--- src/rtl/add11_arbiter.sv ---
// add11_arbiter: 4-requester round-robin arbiter sharing one 11-bit ripple-carry adder
//   Optional feature macro: ADD11_ARB_CNT_EN adds the 8-bit txn_count output.
//   Ports:
//     clk, reset           clock and synchronous active-high reset
//     req[3:0]             per-requester addition request
//     a0..a3, b0..b3       11-bit operands of requesters 0..3
//     grant[3:0]           one-hot owner of the adder, zero when idle
//     ack[3:0]             one-hot one-cycle pulse alongside result_valid
//     result[11:0]         registered sum, bit 11 is the carry out
//     result_id[1:0]       requester that owns result
//     result_valid         one-cycle pulse when result is fresh
//     busy                 high whenever a transaction is in flight
//     txn_count[7:0]       completed transactions, wraps (macro only)
module add11_arbiter (
  input  logic        clk,
  input  logic        reset,
  input  logic [3:0]  req,
  input  logic [10:0] a0,
  input  logic [10:0] a1,
  input  logic [10:0] a2,
  input  logic [10:0] a3,
  input  logic [10:0] b0,
  input  logic [10:0] b1,
  input  logic [10:0] b2,
  input  logic [10:0] b3,
  output logic [3:0]  grant,
  output logic [3:0]  ack,
  output logic [11:0] result,
  output logic [1:0]  result_id,
  output logic        result_valid,
  output logic        busy
`ifdef ADD11_ARB_CNT_EN
  ,
  output logic [7:0]  txn_count
`endif
);
  typedef enum logic [1:0] {IDLE, CALC, RESP} state_t;
  state_t      r_state, w_next;
  logic [1:0]  r_ptr, r_win, w_win, r_id;
  logic [3:0]  r_grant, r_ack;
  logic [10:0] r_a, r_b, w_a, w_b, w_s;
  logic [11:0] r_result, w_c;
  logic        r_valid;
  always_comb begin
    w_win = r_ptr;
    for (int k = 3; k >= 0; k--)
      if (req[r_ptr + 2'(k)]) w_win = r_ptr + 2'(k);
  end
  assign w_a = w_win == 2'd0 ? a0 : w_win == 2'd1 ? a1 : w_win == 2'd2 ? a2 : a3;
  assign w_b = w_win == 2'd0 ? b0 : w_win == 2'd1 ? b1 : w_win == 2'd2 ? b2 : b3;
  assign w_c[0] = 1'b0;
  for (genvar g = 0; g < 11; g++) begin : g_fa
    assign w_s[g]   = r_a[g] ^ r_b[g] ^ w_c[g];
    assign w_c[g+1] = (r_a[g] & r_b[g]) | (w_c[g] & (r_a[g] ^ r_b[g]));
  end
  always_comb begin
    w_next = IDLE;
    w_next = r_state == IDLE ? (|req ? CALC : IDLE) : r_state == CALC ? RESP : IDLE;
  end
  always_ff @(posedge clk) r_state <= reset ? IDLE : w_next;
  always_ff @(posedge clk) begin
    if (reset) begin
      r_ptr    <= '0;
      r_win    <= '0;
      r_id     <= '0;
      r_grant  <= '0;
      r_ack    <= '0;
      r_a      <= '0;
      r_b      <= '0;
      r_result <= '0;
      r_valid  <= 1'b0;
    end else begin
      r_ack   <= '0;
      r_valid <= 1'b0;
      if (r_state == IDLE && |req) begin
        r_grant <= 4'b0001 << w_win;
        r_win   <= w_win;
        r_a     <= w_a;
        r_b     <= w_b;
        r_ptr   <= w_win + 2'd1;
      end
      if (r_state == CALC) begin
        r_result <= {w_c[11], w_s};
        r_id     <= r_win;
        r_valid  <= 1'b1;
        r_ack    <= r_grant;
      end
      if (r_state == RESP) r_grant <= '0;
    end
  end
`ifdef ADD11_ARB_CNT_EN
  logic [7:0] r_cnt;
  always_ff @(posedge clk) r_cnt <= reset ? 8'd0 : r_cnt + 8'(r_state == CALC);
  assign txn_count = r_cnt;
`endif
  assign grant        = r_grant;
  assign ack          = r_ack;
  assign result       = r_result;
  assign result_id    = r_id;
  assign result_valid = r_valid;
  assign busy         = r_state != IDLE;
endmodule

--- config.mk ---
export PLATFORM = sky130hd
export DESIGN_NAME = add11_arbiter
export DESIGN_NICKNAME = d
export VERILOG_FILES = /design/src/rtl/add11_arbiter.sv
export SDC_FILE = /design/constraint.sdc
export NUM_CORES = 1
export LEC_CHECK = 0
export CAP_MARGIN = 20
export CELL_PAD_IN_SITES_DETAIL_PLACEMENT = 1
export CELL_PAD_IN_SITES_GLOBAL_PLACEMENT = 1
export CORE_ASPECT_RATIO = 1.5
export CORE_MARGIN = 5
export CORE_UTILIZATION = 31
export CTS_CLUSTER_DIAMETER = 200
export DETAILED_ROUTE_END_ITERATION = 10
export PLACE_DENSITY_LB_ADDON = 0.05
export SLEW_MARGIN = 0
export SYNTH_ARGS = -nofsm -noshare
export SYNTH_HDL_FRONTEND = slang
export SYNTH_SLANG_ARGS = --single-unit
--- constraint.sdc ---
create_clock -name clk -period 5.5 [get_ports clk]
set_clock_uncertainty 0.1 [all_clocks]
set_input_delay 1.375 -clock clk [delete_from_list [all_inputs] [get_ports clk]]
set_output_delay 1.375 -clock clk [all_outputs]
set_load 0.03 [all_outputs]
---- After elaboration in Yosys (flattened, before gate mapping) ----
Index checks and enable logic that the tools add are counted.
operators by class
  $add $sub $neg .......................... 4
  multiply operators ...................... 0
  divide/modulo/power cells ............... 0
  $lt $le $gt $ge ......................... 4
  eq/ne operators ......................... 4
  shift operators ......................... 1
  mux-type cells .......................... 22
  bitwise operators ....................... 53
  reductions and logical operators ........ 7
operator list
  cell                   count
  $mux W11               6
  $and A1 B1 Y1          21
  $xor A1 B1 Y1          21
  $lt A2 B3 Y1 const B   4
  $mux W2                6
  $or A1 B1 Y1           10
  $bmux W1 S2            4
  $mux W1                6
  $add A2 B1 Y2 const B  2
  $add A2 B2 Y2 const B  2
  $eq A2 B1 Y1 const B   2
  $eq A2 B2 Y1 const B   2
  $logic_not A2 Y1       2
  $reduce_or A2 Y1       2
  $reduce_or A4 Y1       1
  $shl A1 B2 Y4 const A  1
  $reduce_bool A2 Y1     1
  $logic_and A1 B1 Y1    1
  $not A1 Y1             1
storage, ports and cells
  bits in registers ....................... 51
  latch bits .............................. 0
  memory bits (writable) .................. 0
  memory bits (read-only) ................. 0
  input port bits ......................... 94
  output and inout port bits .............. 24
  word-level logic and storage cells ...... 105
  memories kept ........................... 0

---- Longest topological paths before layout ----
Gate-level depths: netlist (run 1).
  depth in word-level cells ............... 21
  depth in mapped cells ................... 13
  mapped depth without buffers ............ 13

---- Worst setup path before layout (run 1) ----
No wires, ideal clock.
  path kind ............................... flip-flop to flip-flop
  start point ............................. register r_a[0]
  end point ............................... register r_result[10] (netlist: result[10])
  setup time .............................. 0.086 ns
  data arrival time ....................... 4.508 ns
  data required time ...................... 5.314 ns
  path slack .............................. 0.806 ns
  cell stages (with the launch flop) ...... 14
  path buffers ............................ 0
  clock period less this slack ............ 4.694 ns
  cell sequence ........................... dfxtp_1 > ha_1 > fa_1 > fa_1 > fa_1 > fa_1 > fa_1 > fa_1 > fa_1 > fa_1 > fa_1 > inv_1 > fa_1 > a211oi_1
between the ends
  cells in the longest elaborated chain, start to end .. 20
ends and longest elaborated chain
  item                         line  source
  start, declared              41    logic [10:0] r_a, r_b, w_a, w_b, w_s;
  start signal, assigned       78    r_a <= w_a;
  $and A1 B1 Y1 (2 in series)  54    assign w_c[g+1] = (r_a[g] & r_b[g]) | (w_c[g] & (r_a[g] ^ r_b[g]));
  $or A1 B1 Y1                 54
  $and A1 B1 Y1                54
  $or A1 B1 Y1                 54
  $and A1 B1 Y1                54
  $or A1 B1 Y1                 54
  $and A1 B1 Y1                54
  $or A1 B1 Y1                 54
  (+3 left out)                n/a
  $or A1 B1 Y1                 54
  $and A1 B1 Y1                54
  $or A1 B1 Y1                 54
  $and A1 B1 Y1                54
  $or A1 B1 Y1                 54
  $and A1 B1 Y1                54
  $or A1 B1 Y1                 54
  $xor A1 B1 Y1                53    assign w_s[g] = r_a[g] ^ r_b[g] ^ w_c[g];
  end signal, assigned         83    r_result <= {w_c[11], w_s};
  end, declared                42    logic [11:0] r_result, w_c;
No other way between the ends.
A chain may end at the register's enable or synchronous reset.

---- Worst setup path after layout (run 1) ----
Ends and elaborated chain as after synthesis.

==> results of run 1 <==
==> area by class of cell <==
type	instances	area share [%]
Sequential cell	51	24.4
Timing Repair Buffer	121	28.9
Multi-Input combinational cell	237	39.3
Clock buffer	7	3.41
Clock inverter	1	0.210
Inverter	5	0.449
Tap cell	110	3.29
==> layer usage <==
metal  wire (um)  part of all wire (%)  vias to the layer above  GRT usage (%)
li1            -                     -                     1296              -
met1        3050                    38                     1160           14.8
met4         182                   2.3                        0           5.87
met5           0                     0                        -              0
met2        4080                    51                       88           27.0
met3         619                   7.8                       10           3.83
==> synthesized netlist by cell type (all sizes together) <==
cell type and count:
a211oi 24, a21o 1, a21oi 18, a311oi 2
a31o 1, and2 6, buf 13, clkbuf 11
dfxtp 51, fa 10, ha 5, inv 5
mux2i 44, nand2 58, nand2b 1, nand3b 1
nor2 32, nor2b 3, nor3b 2, nor4 1
o21ai 24, o311ai 1, o32a 1, or2 2
==> metrics by stage <==
stage               util [%]  cells  hold slack [ps]  power (mW)
floorplan                  -    317              327       0.793
global placement        45.1    523              344       0.963
detailed placement      45.3    524              350       0.977
CTS                     47.0    532              359        1.29
global route            47.0    532              385        1.36
finish                  47.0    532              356        1.27
==> worst max-delay path, stage by stage (launching register included) <==
cell	delay, ps
dfxtp_1	320
ha_1	210
fa_1	380
fa_1	390
fa_1	400
fa_1	410
fa_1	400
fa_1	380
fa_1	400
fa_1	390
fa_1	360
inv_1	70
fa_1	400
a211oi_1	190
==> report_power, final <==
group	switching, mW	internal [mW]	total (mW)
combinational	0.256	0.235	0.492
clock	0.130	0.182	0.312
sequential	0.0407	0.423	0.464
total	0.427	0.840	1.27
==> flip-flops by register name, indices dropped and copies added, names as in the netlist <==
signal	cells
r_a	11
result	12
r_win	2
ack	4
result_id	2
result_valid	1
grant	4
r_state	2
r_b	11
r_ptr	2
==> final timing paths <==
path | end | startpoint | depth (start not counted) | slack (ps)
worst min register to register | result_id[1] | result_id[1] | 2 | 360
worst max-delay path | result[10] | r_a[0] | 13 | 610
worst max register to register | result[10] | r_a[0] | 13 | 610
worst min-delay path | result_id[1] | result_id[1] | 2 | 360
==> kinds of logic after synthesis <==
| logic type | share of synthesized area, % |
|---|---|
| AOI/OAI and AO/OA | 16.6 |
| DFF | 36.2 |
| buffers and inverters | 5.76 |
| and+or+nand+nor | 16.6 |
| adders and majority gates | 9.30 |
| muxes | 15.6 |
==> layout by cell type, fill, tap and decap left out, drive strengths merged <==
cell / count
nor4: 1
or2: 2
nand2: 58
a21oi: 18
a21o: 1
ha: 5
fa: 10
dfxtp: 51
nand2b: 1
nor2: 32
buf: 5
a31o: 1
a211oi: 24
a311oi: 2
mux2i: 44
nor2b: 3
clkbuf: 7
o21ai: 24
clkinv: 1
o32a: 1
inv: 5
nor3b: 2
and2: 6
o311ai: 1
nand3b: 1
clkdlybuf4s50: 116
==> results.yml, run 1 <==
outcome:
  outcome: "finished clean"
finish:
  multi_input_area_um2: 1640
  drive_gt1_share_pct: 4.98
  fin_nets: 530
  final_area_um2: 4180
  nFillCells: 1023
  syn2layout_area_growth_pct: 47.9
  diodes: 0
  area.sequential_um2: 1020
global_routing:
  grt_usage_pct: 14.5
  grt_pass1_wl_um: 12600
  grt_pass1_vias: 2680
  antenna_found_initial: 0
  grt-ovfl-total: 0
  grt_max_degree: 45
power:
  vdd_drop_max_mv: 0.183
  p_leak_nw: 1.58
  pwr_density_cell_nw_per_um2: 303
die:
  die_y_um: 127
  die_area_um2: 11200
  core_area_um2: 8880
  row_count: 42
  num_io_pins: 118
  fp.dieW_um: 87.9
  start_util_pct: 31.8
worst_setup_path:
  end_kind: "flop"
  crit_fanout: 2
  crit_required_ps: 5600
  arrival_ps: 5000
  startpoint_type: "flop"
  critPathKind: "flop to flop"
timing:
  relSlewSlack_pct: 35.7
  worstMarginPinSlew_ps: 961
  hold_viol_final: 0
  fin_crit_ps: 4890
  fmax_mhz: 204
  setup_tns_ps: 0
  rsz0062_at_grt: "no"
  setup_violations: 0
  drv_slew: 0
  worst_slack_ps: 605
  fin_crit_sh_pct: 89.0
cts:
  htreeDepth: 2
  postCtsSetupBuffers: 0
  cts_sinks: 51
  clock_insertion_delay_worst_skew_ps: 290
  cts_buffer_depth: 2
  clk_pin_slew_worst_paths_ps: 60
  ctsHoldBuffers: 0
  cts_tree: "built"
  post_cts_resize_count: 0
  clockRootBuffer: "clkbuf_16"
  numCtsBuffers: 5
routing:
  dr.pass1.iters: 4
  antenna_left: 0
  post_drt_wl_per_cell_um: 14.9
  num_vias: 2554
  viasPerCell: 4.80
  routed_wl_um: 7940
  drc_errors: 0
  drt_iter0_drc: 47
synth:
  yosysSeqAreaShare_pct: 36.2
  synth_area_leaders: "dfxtp_1, mux2i_1, nand2_1, fa_1, a211oi_1"
  syn-cell-area_um2: 2820
  syn-mean-instance-area_um2: 8.91
  synthCells: 317
  yosysWarnings: 0
  synthesis.nets: 426
  synth_top_cell_area_share_pct: 36.2
  synth_seq_cells: 51
  yosys.area.top_type: "dfxtp_1"
  synth.distinct_cells: 31
place:
  preCtsSetupSlack_ps: 592
  place_congestion: 0.770
  hpwl_um: 6560
  port_buffers: 117
  dpl_cell_area_um2: 4030
job:
  cap_viol_max_count: 0
min_path:
  min_path_type: "flop to flop"
Note: power is estimated with default switching activity, not from simulation.
==> run 2, diff against run 1 <==
--- a/config.mk
+++ b/config.mk
@@ -5,13 +5,13 @@
 export SDC_FILE = /design/constraint.sdc
 export NUM_CORES = 1
 export LEC_CHECK = 0
+export ABC_AREA = 0
 export CAP_MARGIN = 20
 export CELL_PAD_IN_SITES_DETAIL_PLACEMENT = 1
 export CELL_PAD_IN_SITES_GLOBAL_PLACEMENT = 1
 export CORE_ASPECT_RATIO = 1.5
 export CORE_MARGIN = 5
 export CORE_UTILIZATION = 31
-export CTS_CLUSTER_DIAMETER = 200
 export DETAILED_ROUTE_END_ITERATION = 10
 export PLACE_DENSITY_LB_ADDON = 0.05
 export SLEW_MARGIN = 0
==> results of run 2 <==
No change in the layout: final DEF, timing and power equal those of run 1.
==> run 3, diff against run 2 <==
--- a/config.mk
+++ b/config.mk
@@ -6,7 +6,6 @@
 export NUM_CORES = 1
 export LEC_CHECK = 0
 export ABC_AREA = 0
-export CAP_MARGIN = 20
 export CELL_PAD_IN_SITES_DETAIL_PLACEMENT = 1
 export CELL_PAD_IN_SITES_GLOBAL_PLACEMENT = 1
 export CORE_ASPECT_RATIO = 1.5
==> run 3 against run 2 <==
Compared with the run above: via count up 0.63%; sequential share of layout area up 0.12 points; combinational power down 0.8%; final cell count down 0.19%; sequential power about the same; total power about the same; flip-flop and latch count unchanged; die area unchanged; highest routed layer unchanged; fmax about the same; critical path type unchanged; wire length down 0.18%; global-route usage up 0.10 points; first-iteration DRC count up 8.5%.
==> results.yml, run 3 (synthesis results as in run 1) <==
cts:
  cts_buffer_depth: 2
  postCtsSetupBuffers: 0
  htreeDepth: 2
  cts_sinks: 51
  cts_tree: "built"
  numCtsBuffers: 5
  ctsHoldBuffers: 0
  clockRootBuffer: "clkbuf_16"
  clk_pin_slew_worst_paths_ps: 70
  post_cts_resize_count: 0
  clock_insertion_delay_worst_skew_ps: 290
finish:
  final_common_cell: "clkdlybuf4s50_1"
  final_cells: 531
  diodes: 0
  fin_nets: 529
  multi_input_area_um2: 1640
  syn2layout_area_growth_pct: 47.2
  drive_gt1_share_pct: 4.75
  largest_register_ffs: 12
  layout_common_cells: "clkdlybuf4s50_1, nand2_1, dfxtp_1"
  nFillCells: 1042
  area.sequential_um2: 1020
timing:
  fin_crit_ps: 4890
  setup_violations: 0
  worst_slack_ps: 606
  relSlewSlack_pct: 21.6
  fmax_mhz: 204
  fin_crit_sh_pct: 89.0
  hold_ws_ps: 356
  rsz0062_at_grt: "no"
  setup_tns_ps: 0
  hold_viol_final: 0
  worstMarginPinSlew_ps: 1170
  drv_slew: 0
worst_setup_path:
  crit_top_cell: "fa_1"
  crit_fanout: 2
  crit_family: "adder cells"
  end_kind: "flop"
  path_cells: "ha_1 > fa_1 > fa_1 > fa_1 > fa_1 > fa_1 > fa_1 > fa_1 > fa_1 > fa_1 > inv_1 > fa_1 > a211oi_1"
  startpoint_type: "flop"
  ff2ff_setup_slack_ps: 610
  critPathKind: "flop to flop"
  crit_path_max_incr_delay_ps: 410
  arrival_ps: 5000
  crit_slowest_cell: "fa_1"
  crit_required_ps: 5610
  worst-path-buf-inv: 1
global_routing:
  grt_pass1_wl_um: 12700
  grt-ovfl-total: 0
  antenna_found_initial: 0
  grt_usage_pct: 14.6
  grt_max_degree: 55
  grt_pass1_vias: 2713
power:
  pwr_density_cell_nw_per_um2: 305
  finalPower_mw: 1.27
  p_leak_nw: 1.57
  vdd_drop_max_mv: 0.163
die:
  num_io_pins: 118
  die_area_um2: 11200
  fp.dieW_um: 87.9
  die_y_um: 127
  row_count: 42
  start_util_pct: 31.8
  core_area_um2: 8880
outcome:
  outcome: "finished clean"
routing:
  wl_met1_um: 3130
  wl_met2_um: 3960
  highest_layer: "met4"
  drt_iter0_drc: 51
  post_drt_wl_per_cell_um: 14.9
  dr.pass1.iters: 4
  viasPerCell: 4.84
  num_vias: 2570
  antenna_left: 0
  drc_errors: 0
  routed_wl_um: 7920
  wl_met3_um: 633
job:
  cap_viol_max_count: 0
place:
  dp.cells: 523
  place_congestion: 0.770
  port_buffers: 117
  hpwl_um: 6550
  preCtsSetupSlack_ps: 599
min_path:
  min_path_type: "flop to flop"
## run 3: where the power goes
part | leakage (nW) | switching (mW) | internal (mW) | total [mW]
logic | 1.08 | 0.256 | 0.232 | 0.488
registers | 0.420 | 0.0409 | 0.423 | 0.464
clock network | 0.0741 | 0.133 | 0.182 | 0.315
total | 1.57 | 0.430 | 0.837 | 1.27
## run 3: layout make-up
type                       instances  share of cell area, %
timing repair buffer             120                   28.6
clock inverter                     1                  0.211
clock buffer                       7                   3.43
sequential                        51                   24.6
tap                              110                   3.31
multi-input combinational        237                   39.5
inverter                           5                  0.451
## run 3: per-layer routing
metal,vias to the layer above,GRT usage [%]
met1,1177,15.6
met4,0,6.41
met5,-,0
met2,88,26.0
li1,1296,-
met3,9,4.28
## run 3: per-stage QoR
step                instance area (um2)  util (%)
finish                             4160      46.8
global route                       4160      46.8
detailed placement                 4010      45.1
global placement                   4010      45.1
CTS                                4160      46.8
floorplan                          2820         -
## run 3: worst paths after layout
path	start	depth (start not counted)	endpoint
worst min register to register	result_id[1]	2	result_id[1]
worst min-delay path	result_id[1]	2	result_id[1]
worst max register to register	r_a[0]	13	result[10]
worst max-delay path	r_a[0]	13	result[10]
## run 3: worst register-to-register path: stages, from the launching register on
cell      delay, ps
dfxtp_1         320
ha_1            210
fa_1            380
fa_1            390
fa_1            400
fa_1            410
fa_1            400
fa_1            380
fa_1            400
fa_1            390
fa_1            360
inv_1            80
fa_1            400
a211oi_1        190
==> RTL change: new RTL, flow settings as in run 1 <==
Build with the macro `ADD11_ARB_CNT_EN` defined.
--- a/src/rtl/add11_arbiter.sv
+++ b/src/rtl/add11_arbiter.sv
@@ -11,6 +11,8 @@
 //     result_valid         one-cycle pulse when result is fresh
 //     busy                 high whenever a transaction is in flight
 //     txn_count[7:0]       completed transactions, wraps (macro only)
+`define ADD11_ARB_CNT_EN
+
 module add11_arbiter (
   input  logic        clk,
   input  logic        reset,
Check against the original RTL (old outputs only; new: txn_count): equivalent (equiv_simple and equiv_induct, registers matched by name and starting in step).
==> RTL change against run 1 <==
  * Power grew 21%
  * Die area grew 10%
  * Final cell count grew 10%
  * Sequential cell count grew 8
  * Synthesized area grew 11%
  * Routed wire length grew 5.0%
  * Core utilization shrank 0.088 points
  * Critical path depth is the same
  * Non-clock buffer count grew 8
  * Critical path type unchanged
  * Setup slack is essentially flat
  * Design area grew 13%
  * Sequential power grew 13%
==> RTL change: results (changes against run 1) <==
top cells by area, synth dfxtp_1 38%, mux2i_1 14%, nand2_1 7.1%, fa_1 6.4%, a211oi_1 4.8%; GPL Wtd Cong 0.721 (-6.4%); WL final 8.34 mm (+5.0%); DR vias/cell 4.77 (-0.59%); Post-synth ARST share 0% (unchanged); post-DP HPWL 6.59 mm (+0.46%); delay-heaviest family, CP adder cells; Placed Instances 569 (+8.6%); Reg2Reg Depth 13 (unchanged); fillers 1182 (+16%); total track usage 14.0% (-0.49 points); fin cells 585 (+10%); syn_area_per_cell 8.99 µm² (+0.93%); H-tree Lvls 3 (+1); top_reg_cell synth dfxtp_1; outcome finished, final reports clean; CP peak stage delay 0.41 ns (about the same); Clk Tree Root Cell clkbuf_16; Int Power 1060 µW (+26%); Initial DRC Count 42 (-11%); crit-path max FO 2 (unchanged); launch point of the worst path r_a[0]$_SDFFE_PP0P_; worst r2r dst result[10]$_SDFFE_PP0P_; worst hold margin 0.356 ns (+0.000501 ns); initial antenna violation count 0 (unchanged); top cells by count, synth 59 x dfxtp_1, 59 x nand2_1, 44 x mux2i_1, 35 x nor2_1, 24 x o21ai_0; largest net degree at the start of global routing 55 (+22%); vias in the first global route 2974 (+11%); Unique masters post-synth 38 (+23%); Clock Latency Late Sink 0.32 ns (+0.03 ns); final net count 575 (+8.5%); R2R Setup Slk 0.60 ns (about the same); clk buf depth 2 (unchanged); layout cell share with drive strength beyond 1 6.20% (+1.2 points); Slew headroom 30.8% (-4.9 points); ANT cells 0 (unchanged); Syn Nets 460 (+8.0%); Num CTS Buffers 9 (+4); number of port buffers 125 (+6.8%); Endpoint, Worst Hold result[4]$_SDFFE_PP0P_; First-pass DRT Iterations 3 (-1); leakage 0.00181 µW (+14%); first-pass GRT wire length 13.5 mm (+7.4%); Worst VDD drop 0.111 mV (-39%); hold path start result[4]$_SDFFE_PP0P_; hold depth 2 (unchanged); clock slew at reported path FFs 0.05 ns; sequential share of the synthesized area 37.6% (+1.5 points)
-- RTL change: cell count changes after synthesis, sizes merged, moves of 3 or more --
cell / before / now
xor2: 0 / 4
nand3: 0 / 4
nor2: 32 / 37
dfxtp: 51 / 59
buf: 13 / 16
-- RTL change: how the worst max path moves through the flow --
stage                                    endpoint  slack, ns  cells past startpoint
after floorplan           result[10]$_SDFFE_PP0P_       0.81                     13
after global placement    result[10]$_SDFFE_PP0P_       0.69                     13
after detailed placement  result[10]$_SDFFE_PP0P_       0.62                     13
after CTS                 result[10]$_SDFFE_PP0P_       0.57                     13
after global routing      result[10]$_SDFFE_PP0P_       0.38                     13
final                     result[10]$_SDFFE_PP0P_       0.60                     13
-- RTL change: worst register-to-register path: stages, from the launching register on --
cell      delay, ns
dfxtp_1        0.31
ha_1           0.20
fa_1           0.38
fa_1           0.40
fa_1           0.39
fa_1           0.39
fa_1           0.39
fa_1           0.39
fa_1           0.41
fa_1           0.40
fa_1           0.37
inv_1          0.08
fa_1           0.41
a211oi_1       0.20
-- RTL change: layer usage --
layer | global-route usage, % | wire [µm] | up-vias | part of all wire, %
met5 | 0 | 0 | - | 0
met4 | 6.94 | 184 | 0 | 2.2
met3 | 4.07 | 567 | 11 | 6.8
met2 | 26.7 | 4580 | 89 | 55
met1 | 13.4 | 3000 | 1268 | 36
li1 | - | - | 1424 | -
-- RTL change: layout make-up --
class,instances,area [µm²],area share [%]
clock inverter,2,10.0,0.213
tap,117,146,3.11
timing repair buffer,129,1290,27.4
inverter,6,22.5,0.479
sequential,59,1180,25.1
clock buffer,13,270,5.74
multi-input combinational,259,1790,38.0
-- RTL change: power groups by stage --
stage          combinational [µW]  sequential, µW  clock [µW]
4_1_cts                       501             529         535
3_5_place_dp                  498             538           0
2_1_floorplan                 303             559           0
3_3_place_gp                  489             536           0
5_1_grt                       553             534         554
6_report                      489             526         515
-- RTL change: kinds of logic (layout without fill, tap and decap cells) --
group	Yosys count	in the layout	synth area share, %
compound gates	71	71	14.7
xor+xnor	6	6	1.67
fa+ha+maj	17	17	9.17
buf+inv	31	150	5.42
flops	59	59	37.6
mux	44	44	14.0
simple gates	121	121	17.4
-- RTL change: per-stage QoR --
stage	area (µm²)	setup slack (ns)	util, %
final	4710	0.605	47.0
after global routing	4710	0.378	47.0
after CTS	4690	0.574	46.8
after detailed placement	4410	0.619	44.0
after global placement	4410	0.686	44.0
after floorplan	3140	0.806	-
